`src/rtl/rr_mult_pipe.sv`:
```
// rr_mult_pipe -- pipelined recursive unsigned multiplier with valid/ready.
//
// Each operand is split into a high part (WIDTH-SPLIT bits) and a low part
// (SPLIT bits). The four exact sub-products are formed in stage 2 and summed
// in stage 3. Setting in_approx_i for a beat drops the low x low term of that
// beat only. A user tag travels with each beat. done_cnt_o counts the results
// taken by the sink.
//
// Pipeline: S1 (operands) -> S2 (sub-products) -> S3 (sum, drives outputs).
// The whole pipe advances together whenever the output register is empty or
// is being drained. Bubbles are kept in place, so a stall freezes every stage.
//
// Ports:
//   clk          rising-edge clock
//   rst_n        asynchronous active-low reset
//   in_valid_i   operand beat valid
//   in_ready_o   block accepts a beat this cycle
//   in_a_i       multiplicand, WIDTH bits
//   in_b_i       multiplier, WIDTH bits
//   in_approx_i  1 = drop the low x low sub-product for this beat
//   in_tag_i     tag returned with the result
//   out_valid_o  result valid
//   out_ready_i  sink takes the result this cycle
//   out_p_o      product, 2*WIDTH bits
//   out_tag_o    tag of the beat that produced out_p_o
//   done_cnt_o   results taken by the sink, modulo 2^CNT_W
module rr_mult_pipe #(
  parameter int unsigned WIDTH = 8,
  parameter int unsigned SPLIT = 1,
  parameter int unsigned TAG_W = 4,
  parameter int unsigned CNT_W = 16
) (
  input  logic                 clk,
  input  logic                 rst_n,
  input  logic                 in_valid_i,
  output logic                 in_ready_o,
  input  logic [WIDTH-1:0]     in_a_i,
  input  logic [WIDTH-1:0]     in_b_i,
  input  logic                 in_approx_i,
  input  logic [TAG_W-1:0]     in_tag_i,
  output logic                 out_valid_o,
  input  logic                 out_ready_i,
  output logic [2*WIDTH-1:0]   out_p_o,
  output logic [TAG_W-1:0]     out_tag_o,
  output logic [CNT_W-1:0]     done_cnt_o
);

  localparam int unsigned H    = WIDTH - SPLIT;
  localparam int unsigned L    = SPLIT;
  localparam int unsigned PW   = 2 * WIDTH;
  localparam int unsigned HH_W = 2 * H;
  localparam int unsigned X_W  = H + L;
  localparam int unsigned LL_W = 2 * L;

  localparam logic [CNT_W-1:0] CNT_ONE = CNT_W'(1'b1);

  // Stage 1: operands
  logic             s1_valid_q, s1_valid_d;
  logic [WIDTH-1:0] s1_a_q, s1_a_d;
  logic [WIDTH-1:0] s1_b_q, s1_b_d;
  logic             s1_approx_q, s1_approx_d;
  logic [TAG_W-1:0] s1_tag_q, s1_tag_d;

  // Stage 2: sub-products
  logic             s2_valid_q, s2_valid_d;
  logic [HH_W-1:0]  hh_q, hh_d;
  logic [X_W-1:0]   hl_q, hl_d;
  logic [X_W-1:0]   lh_q, lh_d;
  logic [LL_W-1:0]  ll_q, ll_d;
  logic [TAG_W-1:0] s2_tag_q, s2_tag_d;

  // Stage 3: result
  logic             out_valid_q, out_valid_d;
  logic [PW-1:0]    out_p_q, out_p_d;
  logic [TAG_W-1:0] out_tag_q, out_tag_d;

  logic [CNT_W-1:0] done_cnt_q, done_cnt_d;

  logic             adv_s;
  logic [H-1:0]     ah_s, bh_s;
  logic [L-1:0]     al_s, bl_s;
  logic [HH_W-1:0]  hh_s;
  logic [X_W-1:0]   hl_s, lh_s;
  logic [LL_W-1:0]  ll_s;
  logic [PW-1:0]    sum_s;

  // Whole-pipe advance: the output slot is free or is being drained now.
  assign adv_s      = !out_valid_q || out_ready_i;
  assign in_ready_o = adv_s;

  assign ah_s = s1_a_q[WIDTH-1:L];
  assign al_s = s1_a_q[L-1:0];
  assign bh_s = s1_b_q[WIDTH-1:L];
  assign bl_s = s1_b_q[L-1:0];

  // Exact sub-products of the stage-1 operands; approx zeroes LL here.
  always_comb begin
    hh_s = HH_W'(ah_s) * HH_W'(bh_s);
    hl_s = X_W'(ah_s) * X_W'(bl_s);
    lh_s = X_W'(al_s) * X_W'(bh_s);
    if (s1_approx_q) begin
      ll_s = {LL_W{1'b0}};
    end else begin
      ll_s = LL_W'(al_s) * LL_W'(bl_s);
    end
  end

  // Recombination at full product width; the cross terms are widened
  // before adding so their carry is kept.
  assign sum_s = (PW'(hh_q) << LL_W)
               + ((PW'(hl_q) + PW'(lh_q)) << L)
               + PW'(ll_q);

  // Next state for every stage: load from predecessor on advance, else hold.
  always_comb begin
    s1_valid_d  = s1_valid_q;
    s1_a_d      = s1_a_q;
    s1_b_d      = s1_b_q;
    s1_approx_d = s1_approx_q;
    s1_tag_d    = s1_tag_q;
    s2_valid_d  = s2_valid_q;
    hh_d        = hh_q;
    hl_d        = hl_q;
    lh_d        = lh_q;
    ll_d        = ll_q;
    s2_tag_d    = s2_tag_q;
    out_valid_d = out_valid_q;
    out_p_d     = out_p_q;
    out_tag_d   = out_tag_q;
    if (adv_s) begin
      s1_valid_d  = in_valid_i;
      s1_a_d      = in_a_i;
      s1_b_d      = in_b_i;
      s1_approx_d = in_approx_i;
      s1_tag_d    = in_tag_i;
      s2_valid_d  = s1_valid_q;
      hh_d        = hh_s;
      hl_d        = hl_s;
      lh_d        = lh_s;
      ll_d        = ll_s;
      s2_tag_d    = s1_tag_q;
      out_valid_d = s2_valid_q;
      out_p_d     = sum_s;
      out_tag_d   = s2_tag_q;
    end else begin
      // stalled: every stage, bubbles included, keeps its contents
      out_valid_d = out_valid_q;
    end
  end

  // Completed-product counter, wraps naturally at 2^CNT_W.
  always_comb begin
    if (out_valid_q && out_ready_i) begin
      done_cnt_d = done_cnt_q + CNT_ONE;
    end else begin
      done_cnt_d = done_cnt_q;
    end
  end

  // State registers; reset discards all in-flight beats.
  always_ff @(posedge clk or negedge rst_n) begin
    if (!rst_n) begin
      s1_valid_q  <= 1'b0;
      s1_a_q      <= {WIDTH{1'b0}};
      s1_b_q      <= {WIDTH{1'b0}};
      s1_approx_q <= 1'b0;
      s1_tag_q    <= {TAG_W{1'b0}};
      s2_valid_q  <= 1'b0;
      hh_q        <= {HH_W{1'b0}};
      hl_q        <= {X_W{1'b0}};
      lh_q        <= {X_W{1'b0}};
      ll_q        <= {LL_W{1'b0}};
      s2_tag_q    <= {TAG_W{1'b0}};
      out_valid_q <= 1'b0;
      out_p_q     <= {PW{1'b0}};
      out_tag_q   <= {TAG_W{1'b0}};
      done_cnt_q  <= {CNT_W{1'b0}};
    end else begin
      s1_valid_q  <= s1_valid_d;
      s1_a_q      <= s1_a_d;
      s1_b_q      <= s1_b_d;
      s1_approx_q <= s1_approx_d;
      s1_tag_q    <= s1_tag_d;
      s2_valid_q  <= s2_valid_d;
      hh_q        <= hh_d;
      hl_q        <= hl_d;
      lh_q        <= lh_d;
      ll_q        <= ll_d;
      s2_tag_q    <= s2_tag_d;
      out_valid_q <= out_valid_d;
      out_p_q     <= out_p_d;
      out_tag_q   <= out_tag_d;
      done_cnt_q  <= done_cnt_d;
    end
  end

  assign out_valid_o = out_valid_q;
  assign out_p_o     = out_p_q;
  assign out_tag_o   = out_tag_q;
  assign done_cnt_o  = done_cnt_q;

endmodule

```
`config.mk`:
```
export PLATFORM = sky130hd
export DESIGN_NAME = rr_mult_pipe
export DESIGN_NICKNAME = d
export VERILOG_FILES = /design/src/rtl/rr_mult_pipe.sv
export SDC_FILE = /design/constraint.sdc
export NUM_CORES = 1
export LEC_CHECK = 0
export CAP_MARGIN = 30
export CORE_MARGIN = 3
export CORE_UTILIZATION = 52
export DETAILED_ROUTE_END_ITERATION = 12
export PLACE_DENSITY = 0.77
export RECOVER_POWER = 100
export SLEW_MARGIN = 5
export SYNTH_ARGS = -nofsm -noshare
export SYNTH_HDL_FRONTEND = slang
export SYNTH_SLANG_ARGS = --single-unit
```
`constraint.sdc`:
```
create_clock -name clk -period 4.2 [get_ports clk]
set_input_delay 0.84 -clock clk [delete_from_list [all_inputs] [get_ports clk]]
set_output_delay 0.84 -clock clk [all_outputs]
set_load 0.01 [all_outputs]
```
==> impl_metrics.json, run 1 <==
{
  "outcome": "finished, violations left",
  "failed_checks": "max-capacitance violations, max-slew violations",
  "gr-total-overflow": 0,
  "fmax_ghz": 0.244,
  "yosysMostFrequentCell": "nand2_1",
  "crit_family": "adder cells",
  "postRouteAntennaNets": 0,
  "setup_viol": 0,
  "clk_path_buf_depth": 2,
  "dieArea_um2": 12200,
  "max_stage_delay_ns": 0.52,
  "r2r_setup_slack_ns": 0.11,
  "synth_top_area_cell": "dfrtp_1",
  "diodes": 0,
  "hpwl_um": 8600,
  "synth-main-ff-cell": "dfrtp_1",
  "crit_slowest_cell": "fa_1",
  "finalPower_mw": 5.23,
  "vias": 4392,
  "first_global_vias": 4456,
  "grt_pass1_wl_um": 20400,
  "cp.arrival_ns": 4.38,
  "hold_ws_ns": 0.469,
  "wl_met3_um": 593,
  "htree_levels": 3,
  "die_h_um": 111,
  "wl_met2_um": 6020,
  "max_cap_viol_count": 1,
  "synth_area_per_cell_um2": 9.23,
  "drv_slew": 67,
  "clock_skew_ns": 0.0128,
  "synthDistinctLibCells": 42,
  "p_per_area_nw_per_um2": 773,
  "num-nets-final": 783,
  "synth_area_um2": 5700,
  "startpoint": "s1_b_q[2]$_DFFE_PN0P_",
  "wl_per_cell_um": 14.4,
  "synth_top_area_share_pct": 40.9,
  "p_leak_nw": 3.41,
  "antenna_found_initial": 0,
  "routed_via_density": 5.32,
  "wl_um": 11900,
  "synthTopCellsByArea": "dfrtp_1, nand2_1, ha_1",
  "drtPass1Iterations": 4,
  "worst_setup_path_end_kind": "flip-flop",
  "port_buffers": 62,
  "route.detailed.drc": 0,
  "cts.sinks": 93,
  "syn-num-nets": 715,
  "worst-path-buf-inv": 4,
  "crit_path_cell_trace": "buf_4, buf_4, and2_1, fa_1, ha_1, inv_1, fa_1, inv_1, fa_1, ha_4, nand2_2, o211a_1, or3b_1, and3b_1, o31ai_2",
  "drtIter0Drc": 295,
  "grt_max_degree": 80,
  "post-route-period-util_pct": 97.4,
  "synthArstFlopShare_pct": 100,
  "peakVddDrop_mv": 0.358,
  "ys_seq_elements": 93,
  "fin_crit_ns": 4.09,
  "synth-seq-area-share_pct": 40.9,
  "worstSetupPathType": "reg -> reg",
  "worstPathMaxFanout": 8,
  "critPathMostFrequentCell": "fa_1",
  "worst_pin_slew_ns": 1.61,
  "synth_edf_count": 0,
  "core-area_um2": 10500,
  "die_x_um": 111,
  "highest_layer": "met4",
  "row_count": 37,
  "syn_inst": 617,
  "crit_required_ns": 4.49,
  "cts_root_buffer": "clkbuf_8",
  "routabilityCongestion": 0.856,
  "cts_buffers": 9,
  "rsz0062_at_grt": "yes",
  "start_kind": "flip-flop",
  "grtUsageTotal_pct": 20.0,
  "finalHoldViolations": 0,
  "wl_met1_um": 5070,
  "maxSlewHeadroom_pct": -7.11,
  "drive_gt1_share_pct": 6.96,
  "clk_pin_slew_worst_paths_ns": 0.09,
  "r2r-start": "s1_b_q[2]$_DFFE_PN0P_",
  "worstSkewPairLatency_ns": 0.38,
  "cts_tree": "done",
  "synth_common_cells": "nand2_1, dfrtp_1, ha_1",
  "area_growth_pct": 18.7,
  "top_level_ports": 63,
  "start_util_pct": 54.2,
  "hp-class": "in -> async",
  "yosys_warnings": 0
}
[through the flow]
stage | worst slack (ns) | TNS, ns | utilization (%) | cell area (µm²) | std cells
after floorplan | 0.0336 | 0 | - | 5710 | 617
after global placement | 0.0283 | 0 | 62.1 | 6530 | 807
after detailed placement | -0.0712 | -0.0774 | 62.1 | 6530 | 807
after CTS | 0.00200 | 0 | 64.3 | 6760 | 825
after global routing | -0.0542 | -0.191 | 64.4 | 6760 | 826
final | 0.108 | 0 | 64.4 | 6760 | 826
[routing by layer]
| layer | global-route usage, % | vias up |
|---|---|---|
| li1 | - | 2159 |
| met1 | 25.5 | 2108 |
| met2 | 34.1 | 105 |
| met3 | 4.64 | 20 |
| met4 | 5.83 | 0 |
| met5 | 0 | - |
[cell usage in the layout (no fill, tap or decap), types with 3 or more instances in the layout]
master	n
inv_1	25
fa_1	26
nand4_1	4
dfrtp_1	93
dlygate4sd3_1	38
and2_1	33
clkbuf_8	9
buf_4	16
xor2_1	17
a31oi_1	3
a21oi_1	26
nor2_1	14
xnor2_1	22
nand3_1	25
nand2_1	184
o21ai_0	23
o211ai_1	5
ha_1	45
a21o_1	7
and3_1	4
clkdlybuf4s50_1	23
a211oi_1	4
inv_2	3
[kinds of logic after synthesis]
logic type	share of synthesized area [%]
fa+ha+maj	19.5
xor+xnor	6.00
compound gates	8.79
mux	0.198
simple gates	21.3
buf+inv	3.38
flops	40.9
[final timing paths]
kind / cells past startpoint / end
max: 15 / hh_q[12]$_DFFE_PN0P_
min reg2reg: 1 / ll_q[0]$_DFFE_PN0P_
max in group asynchronous: 3 / lh_q[4]$_DFFE_PN0P_
min: 1 / out_p_o[14]$_DFFE_PN0P_
min in group clk: 1 / ll_q[0]$_DFFE_PN0P_
max reg2reg: 15 / hh_q[12]$_DFFE_PN0P_
[area by class of cell]
class | count | area [µm²]
multi-input combinational | 473 | 3230
inverter | 28 | 105
clock inverter | 7 | 67.6
fill | 891 | 3750
tap | 136 | 170
clock buffer | 9 | 124
timing repair buffer | 80 | 743
sequential | 93 | 2330
[sequential cells by signal, summed over array words and instances (netlist names)]
name	count
s2_tag_q	4
s1_approx_q	1
done_cnt_o	16
hl_q	7
out_tag_o	4
s1_b_q	8
s1_valid_q	1
ll_q	1
out_valid_o	1
lh_q	7
out_p_o	16
s1_a_q	8
s2_valid_q	1
hh_q	14
s1_tag_q	4
[power by group]
| part | leakage (nW) | internal (mW) | switching (mW) |
|---|---|---|---|
| clock | 0.0989 | 0.229 | 0.352 |
| combinational | 2.15 | 1.44 | 1.77 |
| sequential | 1.16 | 1.21 | 0.225 |
[repair_timing]
action / 4_1_cts / 5_1_grt
endpoints found under the setup margin: 2 / 5
buffers inserted: 2 / 0
hold buffers: 0 / 0
pin swaps: 10 / 11
gates resized for setup: 6 / 4
(Power assumes the default switching activity.)
==> run 2: changes to the inputs <==
Settings changed: CORE_ASPECT_RATIO set to 0.9, CORE_MARGIN 3 to unset.
==> impl_metrics.json, run 2 (synthesis results as in run 1) <==
{
  "worstPathMaxFanout": 8,
  "wl_per_cell_um": 14.3,
  "grt_max_degree": 81,
  "routabilityCongestion": 0.882,
  "final_cell_mix": "nand2_1, dfrtp_1, ha_1",
  "grt_pass1_wl_um": 20100,
  "placed_cell_area_um2": 6520,
  "rsz0062_at_grt": "yes",
  "max_stage_delay_ns": 0.53,
  "outcome": "finished, violations left",
  "utilization_pct": 65.6,
  "final_common_cell": "nand2_1",
  "p_leak_nw": 3.45,
  "row_count": 35,
  "postRouteAntennaNets": 0,
  "crit_required_ns": 4.44,
  "die_h_um": 101,
  "gr-total-overflow": 0,
  "crit_path_cell_trace": "buf_4, buf_4, and2_1, fa_1, ha_1, inv_1, fa_1, inv_1, fa_1, ha_4, nand2_2, o211a_1, or3b_1, and3b_1, o31ai_2",
  "hold_ws_ns": 0.466,
  "first_global_vias": 4401,
  "area_growth_pct": 20.6,
  "drtIter0Drc": 231,
  "peakVddDrop_mv": 0.337,
  "worst_setup_path_end_kind": "flip-flop",
  "holdBufCountCts": 0,
  "setup_viol": 0,
  "route.detailed.drc": 4,
  "critPathMostFrequentCell": "fa_1",
  "cp.arrival_ns": 4.39,
  "hp-class": "reg -> reg",
  "drtPass1Iterations": 8,
  "failed_checks": "design-rule violations",
  "finalHoldViolations": 0,
  "cts_root_buffer": "clkbuf_16",
  "busiest_layer": "met2",
  "cts_tree": "done",
  "drv_slew": 0,
  "grtUsageTotal_pct": 22.3,
  "die_x_um": 112,
  "crit_slowest_cell": "fa_1",
  "diodes": 0,
  "fin_crit_ns": 4.15,
  "worstSetupPathType": "reg -> reg",
  "clk_pin_slew_worst_paths_ns": 0.07,
  "hold-path-cell-count": 2,
  "fin_tns_setup_ns": 0,
  "final_area_um2": 6870,
  "cts.sinks": 93,
  "htree_levels": 3,
  "routed_via_density": 5.28,
  "drive_gt1_share_pct": 7.37,
  "worst_pin_slew_ns": 1.35,
  "clock_skew_ns": 0.00671,
  "port_buffers": 62,
  "clk_path_buf_depth": 2,
  "fmax_ghz": 0.241,
  "core-area_um2": 10500,
  "p_per_area_nw_per_um2": 797,
  "cts_buffers": 9,
  "met3_usage_pct": 4.55,
  "grt_use_met1_pct": 29.0,
  "wl_um": 11700,
  "start_kind": "flip-flop",
  "post-route-period-util_pct": 98.8,
  "vias": 4337,
  "start_util_pct": 54.4,
  "reg2regPathDepth": 15,
  "max_cap_viol_count": 0,
  "top_level_ports": 63,
  "maxSlewHeadroom_pct": 9.70,
  "hpwl_um": 8440,
  "num-nets-final": 785,
  "use_met2_pct": 38.1,
  "antenna_found_initial": 0,
  "dieArea_um2": 11400,
  "worstSkewPairLatency_ns": 0.34
}
==> run 2: area by class of cell <==
class,instances,area [µm²]
tap,129,161
sequential,93,2330
multi-input combinational,473,3220
inverter,28,105
timing repair buffer,82,762
fill,883,3600
clock buffer,11,253
clock inverter,5,42.5
==> run 2: path summary, 6_finish.rpt <==
kind	slack, ns	from	end
max	0.05	s1_b_q[4]$_DFFE_PN0P_	hh_q[12]$_DFFE_PN0P_
min in group asynchronous	0.76	rst_n	out_p_o[11]$_DFFE_PN0P_
min	0.47	out_p_o[3]$_DFFE_PN0P_	out_p_o[3]$_DFFE_PN0P_
max in group asynchronous	0.98	rst_n	s1_tag_q[1]$_DFFE_PN0P_
min reg2reg	0.47	out_p_o[3]$_DFFE_PN0P_	out_p_o[3]$_DFFE_PN0P_
max reg2reg	0.05	s1_b_q[4]$_DFFE_PN0P_	hh_q[12]$_DFFE_PN0P_
==> run 2: stage by stage <==
stage | setup WS [ns] | instances | power (mW)
2_1_floorplan | 0.0336 | 617 | 3.64
3_3_place_gp | 0.0308 | 800 | 4.40
3_5_place_dp | -0.0226 | 800 | 4.53
4_1_cts | 0.0141 | 818 | 5.43
5_1_grt | -0.130 | 821 | 6.02
6_report | 0.0507 | 821 | 5.48
==> run 2: power by group <==
part	switching, mW	total [mW]	leakage [nW]	internal [mW]
Clock	0.348	0.789	0.148	0.441
Sequential	0.228	1.44	1.16	1.21
Combinational	1.74	3.25	2.14	1.50
Total	2.32	5.48	3.45	3.16
==> run 2: what timing repair did <==
action / 4_1_cts / 5_1_grt
buffers inserted: 2 / 2
resized for setup: 2 / 8
endpoints found under the setup margin: 1 / 5
pin swaps: 4 / 12
==> run 2: routing by layer <==
metal,vias to the layer above,part of all wire [%]
li1,2163,-
met5,-,0
met4,0,1.4
met2,85,48
met1,2074,47
met3,15,3.7
==> run 2: worst max-delay path, delay by kind of cell (launching register included) <==
kind                       cells  cell delay [ns]
AOI/OAI and AO/OA              2             0.39
buffers and inverters          4             0.39
DFF                            1             0.38
adders and majority gates      5             2.07
and+or+nand+nor                4             0.81
